`config.mk`:
```
export PLATFORM = sky130hd
export DESIGN_NAME = itch_parse_dispatcher
export DESIGN_NICKNAME = d
export VERILOG_FILES = /design/src/rtl/itch_pkg.sv /design/src/rtl/itch_rr_arbiter.sv /design/src/rtl/itch_parse_dispatcher.sv
export SDC_FILE = /design/constraint.sdc
export NUM_CORES = 1
export LEC_CHECK = 0
export CAP_MARGIN = 20
export CORE_MARGIN = 2
export CORE_UTILIZATION = 40
export DETAILED_ROUTE_END_ITERATION = 8
export PLACE_DENSITY = 0.6
export REMOVE_ABC_BUFFERS = 1
export SLEW_MARGIN = 20
export SYNTH_ARGS = -nofsm -noshare
export SYNTH_HDL_FRONTEND = slang
export SYNTH_HIERARCHICAL = 1
export SYNTH_SLANG_ARGS = --single-unit
```
`constraint.sdc`:
```
create_clock -name clk -period 5.32 [get_ports clk]
set_input_delay 1.596 -clock clk [delete_from_list [all_inputs] [get_ports clk]]
set_output_delay 1.596 -clock clk [all_outputs]
set_load 0.005 [all_outputs]
```
`src/rtl/itch_pkg.sv`:
```
// Shared types and constants for the ITCH parse dispatcher: message-type bytes,
// dispatcher FSM states and error-flag bit positions.
package itch_pkg;

  parameter int unsigned TRK_W_DEF = 6;

  typedef enum logic [7:0] {
    MT_SYSTEM    = 8'h53,
    MT_STOCK_DIR = 8'h52,
    MT_ADD       = 8'h41,
    MT_ADD_MPID  = 8'h46,
    MT_EXEC      = 8'h45,
    MT_CANCEL    = 8'h58,
    MT_DELETE    = 8'h44,
    MT_REPLACE   = 8'h55,
    MT_TRADE     = 8'h50
  } msg_type_e;

  typedef enum logic [1:0] {
    ST_IDLE,
    ST_LAUNCH,
    ST_RUN,
    ST_DONE
  } state_e;

  parameter int unsigned ERR_COLL = 0;
  parameter int unsigned ERR_MASK = 1;
  parameter int unsigned ERR_TMO  = 2;

endpackage

```
`src/rtl/itch_rr_arbiter.sv`:
```
// Channel-end arbiter: fixed priority (lowest index) or round-robin with a
// pointer that moves to winner+1 whenever a grant is consumed.
module itch_rr_arbiter #(
  parameter int unsigned N_CH     = 8,
  parameter int unsigned ARB_MODE = 0,
  localparam int unsigned IDX_W   = (N_CH > 1) ? $clog2(N_CH) : 1
) (
  input  logic             clk,
  input  logic             rst_n,
  input  logic [N_CH-1:0]  req_i,
  input  logic             adv_i,
  output logic [N_CH-1:0]  gnt_o,
  output logic [IDX_W-1:0] idx_o,
  output logic             multi_o
);

  logic [IDX_W-1:0] ptr_q, ptr_d;
  logic             found;
  int unsigned      rank;
  int unsigned      win;

  always_ff @(posedge clk or negedge rst_n) begin
    if (!rst_n) ptr_q <= '0;
    else        ptr_q <= ptr_d;
  end

  // Rank is the distance from the pointer; scanning ranks in order keeps all
  // request selects at constant indices.
  always_comb begin
    gnt_o = '0;
    idx_o = '0;
    found = 1'b0;
    rank  = 0;
    win   = 0;
    for (int unsigned i = 0; i < N_CH; i++) begin
      for (int unsigned k = 0; k < N_CH; k++) begin
        rank = (ARB_MODE == 1) ? (k + N_CH - 32'(ptr_q)) % N_CH : k;
        if (!found && req_i[k] && rank == i) begin
          found    = 1'b1;
          gnt_o[k] = 1'b1;
          idx_o    = IDX_W'(k);
          win      = k;
        end
      end
    end
  end

  always_comb begin
    ptr_d = ptr_q;
    if (ARB_MODE == 1 && adv_i && found)
      ptr_d = (win + 1 == N_CH) ? '0 : IDX_W'(win + 1);
  end

  assign multi_o = (req_i & (req_i - N_CH'(1))) != '0;

endmodule

```
`src/rtl/itch_parse_dispatcher.sv`:
```
// Session dispatcher: restarts the type decoder after each parser channel end,
// counts completed messages per channel and flags collisions/masked ends/timeouts.
module itch_parse_dispatcher
  import itch_pkg::*;
#(
  parameter int unsigned N_CH        = 8,
  parameter int unsigned TRK_W       = TRK_W_DEF,
  parameter int unsigned CNT_W       = 16,
  parameter int unsigned ARB_MODE    = 0,
  parameter int unsigned TIMEOUT_CYC = 1024
) (
  input  logic                   clk,
  input  logic                   rst,
  input  logic                   start_i,
  input  logic [15:0]            msg_count_i,
  input  logic [TRK_W-1:0]       init_tracker_i,
  input  logic [N_CH-1:0]        ch_end_i,
  input  logic [N_CH*TRK_W-1:0]  ch_tracker_i,
  input  logic [N_CH-1:0]        ch_mask_i,
  input  logic [3:0]             cnt_sel_i,
  output logic                   dec_start_o,
  output logic [TRK_W-1:0]       dec_tracker_o,
  output logic                   busy_o,
  output logic                   done_o,
  output logic [15:0]            msgs_done_o,
  output logic [CNT_W-1:0]       cnt_rd_o,
  output logic [2:0]             err_o
);

  localparam int unsigned IDX_W = (N_CH > 1) ? $clog2(N_CH) : 1;
  localparam int unsigned WD_W  = $clog2(TIMEOUT_CYC + 1);

  state_e           state_q, state_d;
  logic [15:0]      expect_q, expect_d;
  logic [15:0]      done_cnt_q, done_cnt_d;
  logic [TRK_W-1:0] trk_q, trk_d;
  logic             relaunch_q, relaunch_d;
  logic             zero_done_q, zero_done_d;
  logic [2:0]       err_q, err_d;
  logic [WD_W-1:0]  wd_q, wd_d;
  logic [CNT_W-1:0] cnt_q [N_CH];
  logic [CNT_W-1:0] cnt_d [N_CH];

  logic [N_CH-1:0]  req, gnt;
  logic [IDX_W-1:0] gnt_idx;
  logic             multi, win;
  logic [TRK_W-1:0] win_trk;
  logic [16:0]      done_inc;

  assign req = (state_q == ST_RUN) ? (ch_end_i & ch_mask_i) : '0;
  assign win = |gnt;

  itch_rr_arbiter #(
    .N_CH    (N_CH),
    .ARB_MODE(ARB_MODE)
  ) u_arb (
    .clk    (clk),
    .rst_n  (rst),
    .req_i  (req),
    .adv_i  (win),
    .gnt_o  (gnt),
    .idx_o  (gnt_idx),
    .multi_o(multi)
  );

  always_comb begin
    win_trk = '0;
    for (int unsigned k = 0; k < N_CH; k++)
      if (gnt_idx == IDX_W'(k)) win_trk = ch_tracker_i[k*TRK_W +: TRK_W];
  end

  always_ff @(posedge clk or negedge rst) begin
    if (!rst) state_q <= ST_IDLE;
    else      state_q <= state_d;
  end

  always_ff @(posedge clk or negedge rst) begin
    if (!rst) begin
      expect_q    <= '0;
      done_cnt_q  <= '0;
      trk_q       <= '0;
      relaunch_q  <= 1'b0;
      zero_done_q <= 1'b0;
      err_q       <= '0;
      wd_q        <= '0;
      for (int unsigned k = 0; k < N_CH; k++) cnt_q[k] <= '0;
    end else begin
      expect_q    <= expect_d;
      done_cnt_q  <= done_cnt_d;
      trk_q       <= trk_d;
      relaunch_q  <= relaunch_d;
      zero_done_q <= zero_done_d;
      err_q       <= err_d;
      wd_q        <= wd_d;
      for (int unsigned k = 0; k < N_CH; k++) cnt_q[k] <= cnt_d[k];
    end
  end

  always_comb begin
    state_d     = state_q;
    expect_d    = expect_q;
    done_cnt_d  = done_cnt_q;
    trk_d       = trk_q;
    relaunch_d  = 1'b0;
    zero_done_d = 1'b0;
    err_d       = err_q;
    wd_d        = wd_q;
    cnt_d       = cnt_q;
    done_inc    = {1'b0, done_cnt_q} + 17'd1;
    case (state_q)
      ST_IDLE: begin
        if (start_i) begin
          done_cnt_d = '0;
          err_d      = '0;
          wd_d       = '0;
          expect_d   = msg_count_i;
          trk_d      = init_tracker_i;
          for (int unsigned k = 0; k < N_CH; k++) cnt_d[k] = '0;
          if (msg_count_i == '0) zero_done_d = 1'b1;
          else                   state_d     = ST_LAUNCH;
        end
      end
      ST_LAUNCH: begin
        state_d = ST_RUN;
        wd_d    = WD_W'(1);
      end
      ST_RUN: begin
        if ((ch_end_i & ~ch_mask_i) != '0) err_d[ERR_MASK] = 1'b1;
        if (multi)                         err_d[ERR_COLL] = 1'b1;
        // wd holds cycles elapsed since the last decoder restart
        wd_d = relaunch_q ? WD_W'(1) : wd_q + WD_W'(1);
        if (win) begin
          done_cnt_d = done_inc[15:0];
          for (int unsigned k = 0; k < N_CH; k++)
            if (gnt[k] && cnt_q[k] != '1) cnt_d[k] = cnt_q[k] + CNT_W'(1);
          if (done_inc >= {1'b0, expect_q}) begin
            state_d = ST_DONE;
          end else begin
            relaunch_d = 1'b1;
            trk_d      = win_trk;
          end
        end else if (wd_d >= WD_W'(TIMEOUT_CYC)) begin
          err_d[ERR_TMO] = 1'b1;
          state_d        = ST_DONE;
        end
      end
      ST_DONE: state_d = ST_IDLE;
      default: state_d = ST_IDLE;
    endcase
  end

  always_comb begin
    busy_o        = (state_q == ST_LAUNCH) || (state_q == ST_RUN);
    dec_start_o   = (state_q == ST_LAUNCH) || relaunch_q;
    dec_tracker_o = dec_start_o ? trk_q : '0;
    done_o        = (state_q == ST_DONE) || zero_done_q;
    msgs_done_o   = done_cnt_q;
    err_o         = err_q;
    cnt_rd_o      = '0;
    for (int unsigned k = 0; k < N_CH; k++)
      if (cnt_sel_i == 4'(k)) cnt_rd_o = cnt_q[k];
  end

endmodule

```
==> flow_summary.yaml <==
clocking:
  clk_pin_slew_ns: 0.07
  cts.sinks: 184
  postCtsSetupBuffers: 0
  cts_max_level: 4
  cts_buffer_depth: 2
  hold_buffers: 0
  cts_tree: "built"
  clkLatencyLatePin_ns: 0.44
  cts-root-buf: "clkbuf_16"
  numCtsBuffers: 17
die:
  rows: 61
  ios: 137
  die_x_um: 173
  dieArea_sq_um: 29800
  core_region_area_sq_um: 27900
  chipHeight_um: 173
  initial_utilization_pct: 40.8
worst_setup_path:
  worstSetupPathType: "primary input to output port"
  cp_slowest_cell: "clkdlybuf4s50_1"
  path_delay_family: "buffers and inverters"
  critPathLaunchType: "primary input"
  worstPathRequired_ns: 3.72
  cp_cell_sequence: "dlygate4sd2_1, nand2b_2, nor2_2, a222oi_1, o21ai_1, a221o_1, clkdlybuf4s50_1"
  cpPeakStageDelay_ns: 0.50
  arrival_ns: 3.60
  crit_fanout: 11
  r2r_setup_slack_ns: 1.21
  endpoint_kind: "output port"
  path_buf_inv: 2
route:
  dr.first_iter.drc_count: 928
  wire_per_inst_um: 18.7
  drtAntennaViolNets: 0
  first_pass_iters: 7
  drcViolationCount: 0
  avgViaCountPerCell: 5.54
  wirelength_um: 33900
  route.vias.total: 10031
timing:
  fin_crit_sh_pct: 97.7
  timing.slew.headroom_pct: 40.8
  worst_pin_slew_ns: 0.889
  hold_ws_ns: 0.511
  hold_viol_final: 0
  setup_ws_ns: 0.123
  fin_worst_skew_ns: 0.0108
  fmaxAchievable_ghz: 0.192
  period_minus_slack_ns: 5.20
  finalMaxSlewViolations: 0
  setup_tns_ns: 0
  rsz0062_at_grt: "false"
  setup_viol: 0
placement:
  dp.cells: 1781
  dp_hpwl_um: 25500
  place_ws_ns: -0.247
  portBuffers: 136
  placed_area_sq_um: 13400
  gp_congestion: 0.949
synth:
  ys_ff_latch: 184
  synthesis.instances: 1270
  yosysWarnings: 6
  ys_types: 80
  async_flop_share_pct: 100
  synth_top_flop_cell: "dfrtp_1"
  synth_edf_count: 0
  synthesis.area_sq_um: 11400
  syn_area_per_cell_sq_um: 8.95
  synth-seq-area-share_pct: 40.5
power:
  clkPwrFrac_pct: 27.0
  irDropWorstVdd_uv: 239
  leakage_nw: 6.08
  p_total_mw: 4.80
  intPower_mw: 3.04
  swShare_pct: 36.8
  p_per_area_nw_per_um2: 343
  pwr-share-comb_pct: 38.2
  netSwitchingPower_mw: 1.77
  power_frac_seq_pct: 34.8
layout:
  area_growth_pct: 23.2
  post_route_cells_drive_above_1_share_pct: 9.90
  fin_cells: 1812
  nNetsFinal: 1545
  final_util_pct: 50.3
  final_design_area_no_fill_sq_um: 14000
  fill_cells: 2639
  antenna_cells: 0
global_route:
  track_usage_pct: 23.0
  gr-total-overflow: 0
  antenna_found_initial: 0
  met2_usage_pct: 36.9
  grt_util_met3_pct: 3.87
  grt_pass1_wl_um: 54500
  top_usage_layer: "met2"
  grt_max_degree: 107
  use_met1_pct: 31.8
  first_global_vias: 9839
hold_path:
  holdCritPathClass: "flip-flop to flip-flop"
run:
  maxCapViolCount: 0
status:
  outcome: "finished clean"
==> power groups by stage <==
stage,sequential [mW],combinational [mW],clock [mW]
2_1_floorplan,1.65,1.10,0
3_3_place_gp,1.69,1.80,0
3_5_place_dp,1.69,1.83,0
4_1_cts,1.67,1.85,1.33
5_1_grt,1.69,2.03,1.38
6_report,1.67,1.84,1.30
==> sequential cells by signal (all words and copies together), names as in the netlist <==
| signal | flops |
|---|---|
| state_q | 2 |
| zero_done_q | 1 |
| expect_q | 16 |
| msgs_done_o | 16 |
| wd_q | 11 |
| err_o | 3 |
| cnt_q | 128 |
| relaunch_q | 1 |
| trk_q | 6 |
==> Yosys cell counts (3+ instances only) <==
library cell	instances	area share, %
a211oi_1	4	0.26
a21o_1	4	0.26
a21oi_1	49	2.2
a221o_1	9	0.79
a222oi_1	15	1.3
a22o_1	5	0.39
a22oi_1	5	0.33
a311oi_1	3	0.23
a31oi_1	12	0.66
and2_1	10	0.55
and3_1	22	1.2
and4_1	6	0.46
buf_1	4	0.13
clkbuf_1	38	1.3
dfrtp_1	184	40
ha_1	30	3.3
inv_1	58	1.9
mux2_2	22	2.2
mux2i_1	25	2.2
mux4_2	5	0.99
nand2_1	121	4.0
nand2b_1	5	0.28
nand3_1	63	2.8
nand4_1	40	2.2
nor2_1	190	6.3
nor2b_1	18	0.99
nor3_1	23	1.0
nor3b_1	3	0.20
nor4_1	10	0.55
o21a_1	4	0.26
o21ai_0	59	2.6
o221ai_1	5	0.39
o22ai_1	13	0.72
o311a_1	3	0.26
o31ai_1	7	0.46
or2_2	7	0.39
or3_1	12	0.66
or4_1	4	0.26
xnor2_1	43	3.3
xor2_1	81	6.2
==> final cells by class <==
| cell class | count | area (sq um) | area share [%] |
|---|---|---|---|
| clock inverter | 10 | 119 | 0.849 |
| clock buffer | 21 | 470 | 3.36 |
| inverter | 58 | 218 | 1.55 |
| timing repair buffer | 181 | 1750 | 12.5 |
| sequential | 184 | 4600 | 32.9 |
| multi-input combinational | 980 | 6370 | 45.5 |
| tap | 378 | 473 | 3.38 |
==> layer usage <==
metal  share of wire [%]  up-vias
met5                   0        -
met1                  45     4890
met2                  47      284
met3                 5.7       48
met4                 2.2        0
li1                    -     4809
==> layout by cell type (no fill, tap or decap), drive strengths merged, types with 30 or more instances in the layout <==
master,count
buf,45
ha,30
nand2,122
inv,59
xor2,81
nand4,41
clkdlybuf4s50,131
nor2,191
xnor2,43
dfrtp,184
nand3,63
a21oi,49
o21ai,60
==> repair_timing <==
action | in CTS | in global routing
resized for setup | 16 | 0
pin swaps | 0 | 1
setup endpoints to repair | 16 | 1
==> worst register-to-register path, delay by kind of cell (launching register included) <==
kind                     cells  cell delay [ns]
AO/OA/AOI/OAI                2             0.56
buffers and inverters        5             0.95
flip-flops                   1             0.42
AND/OR/NAND/NOR              7             1.47
XOR/XNOR                     1             0.15
adder cells (fa/ha/maj)      1             0.43
==> cells by family after synthesis <==
group,Yosys count,share of synthesized area [%]
flip-flops,184,40.5
multiplexers,54,5.73
AO/OA/AOI/OAI,223,14.1
AND/OR/NAND/NOR,548,22.9
XOR/XNOR,124,9.55
buffers and inverters,106,3.84
adder cells (fa/ha/maj),31,3.39
==> final timing paths <==
check | startpoint | endpoint | cells past startpoint
setup / recovery | cnt_sel_i[1] | cnt_rd_o[11] | 7
hold / removal | expect_q[2] | expect_q[2] | 1
setup reg to reg | state_q[0] | cnt_q[45] | 16
hold reg to reg | expect_q[2] | expect_q[2] | 1
max in group asynchronous | rst | cnt_q[42] | 2
min in group asynchronous | rst | expect_q[7] | 1
Note: power is estimated with default switching activity, not from simulation.
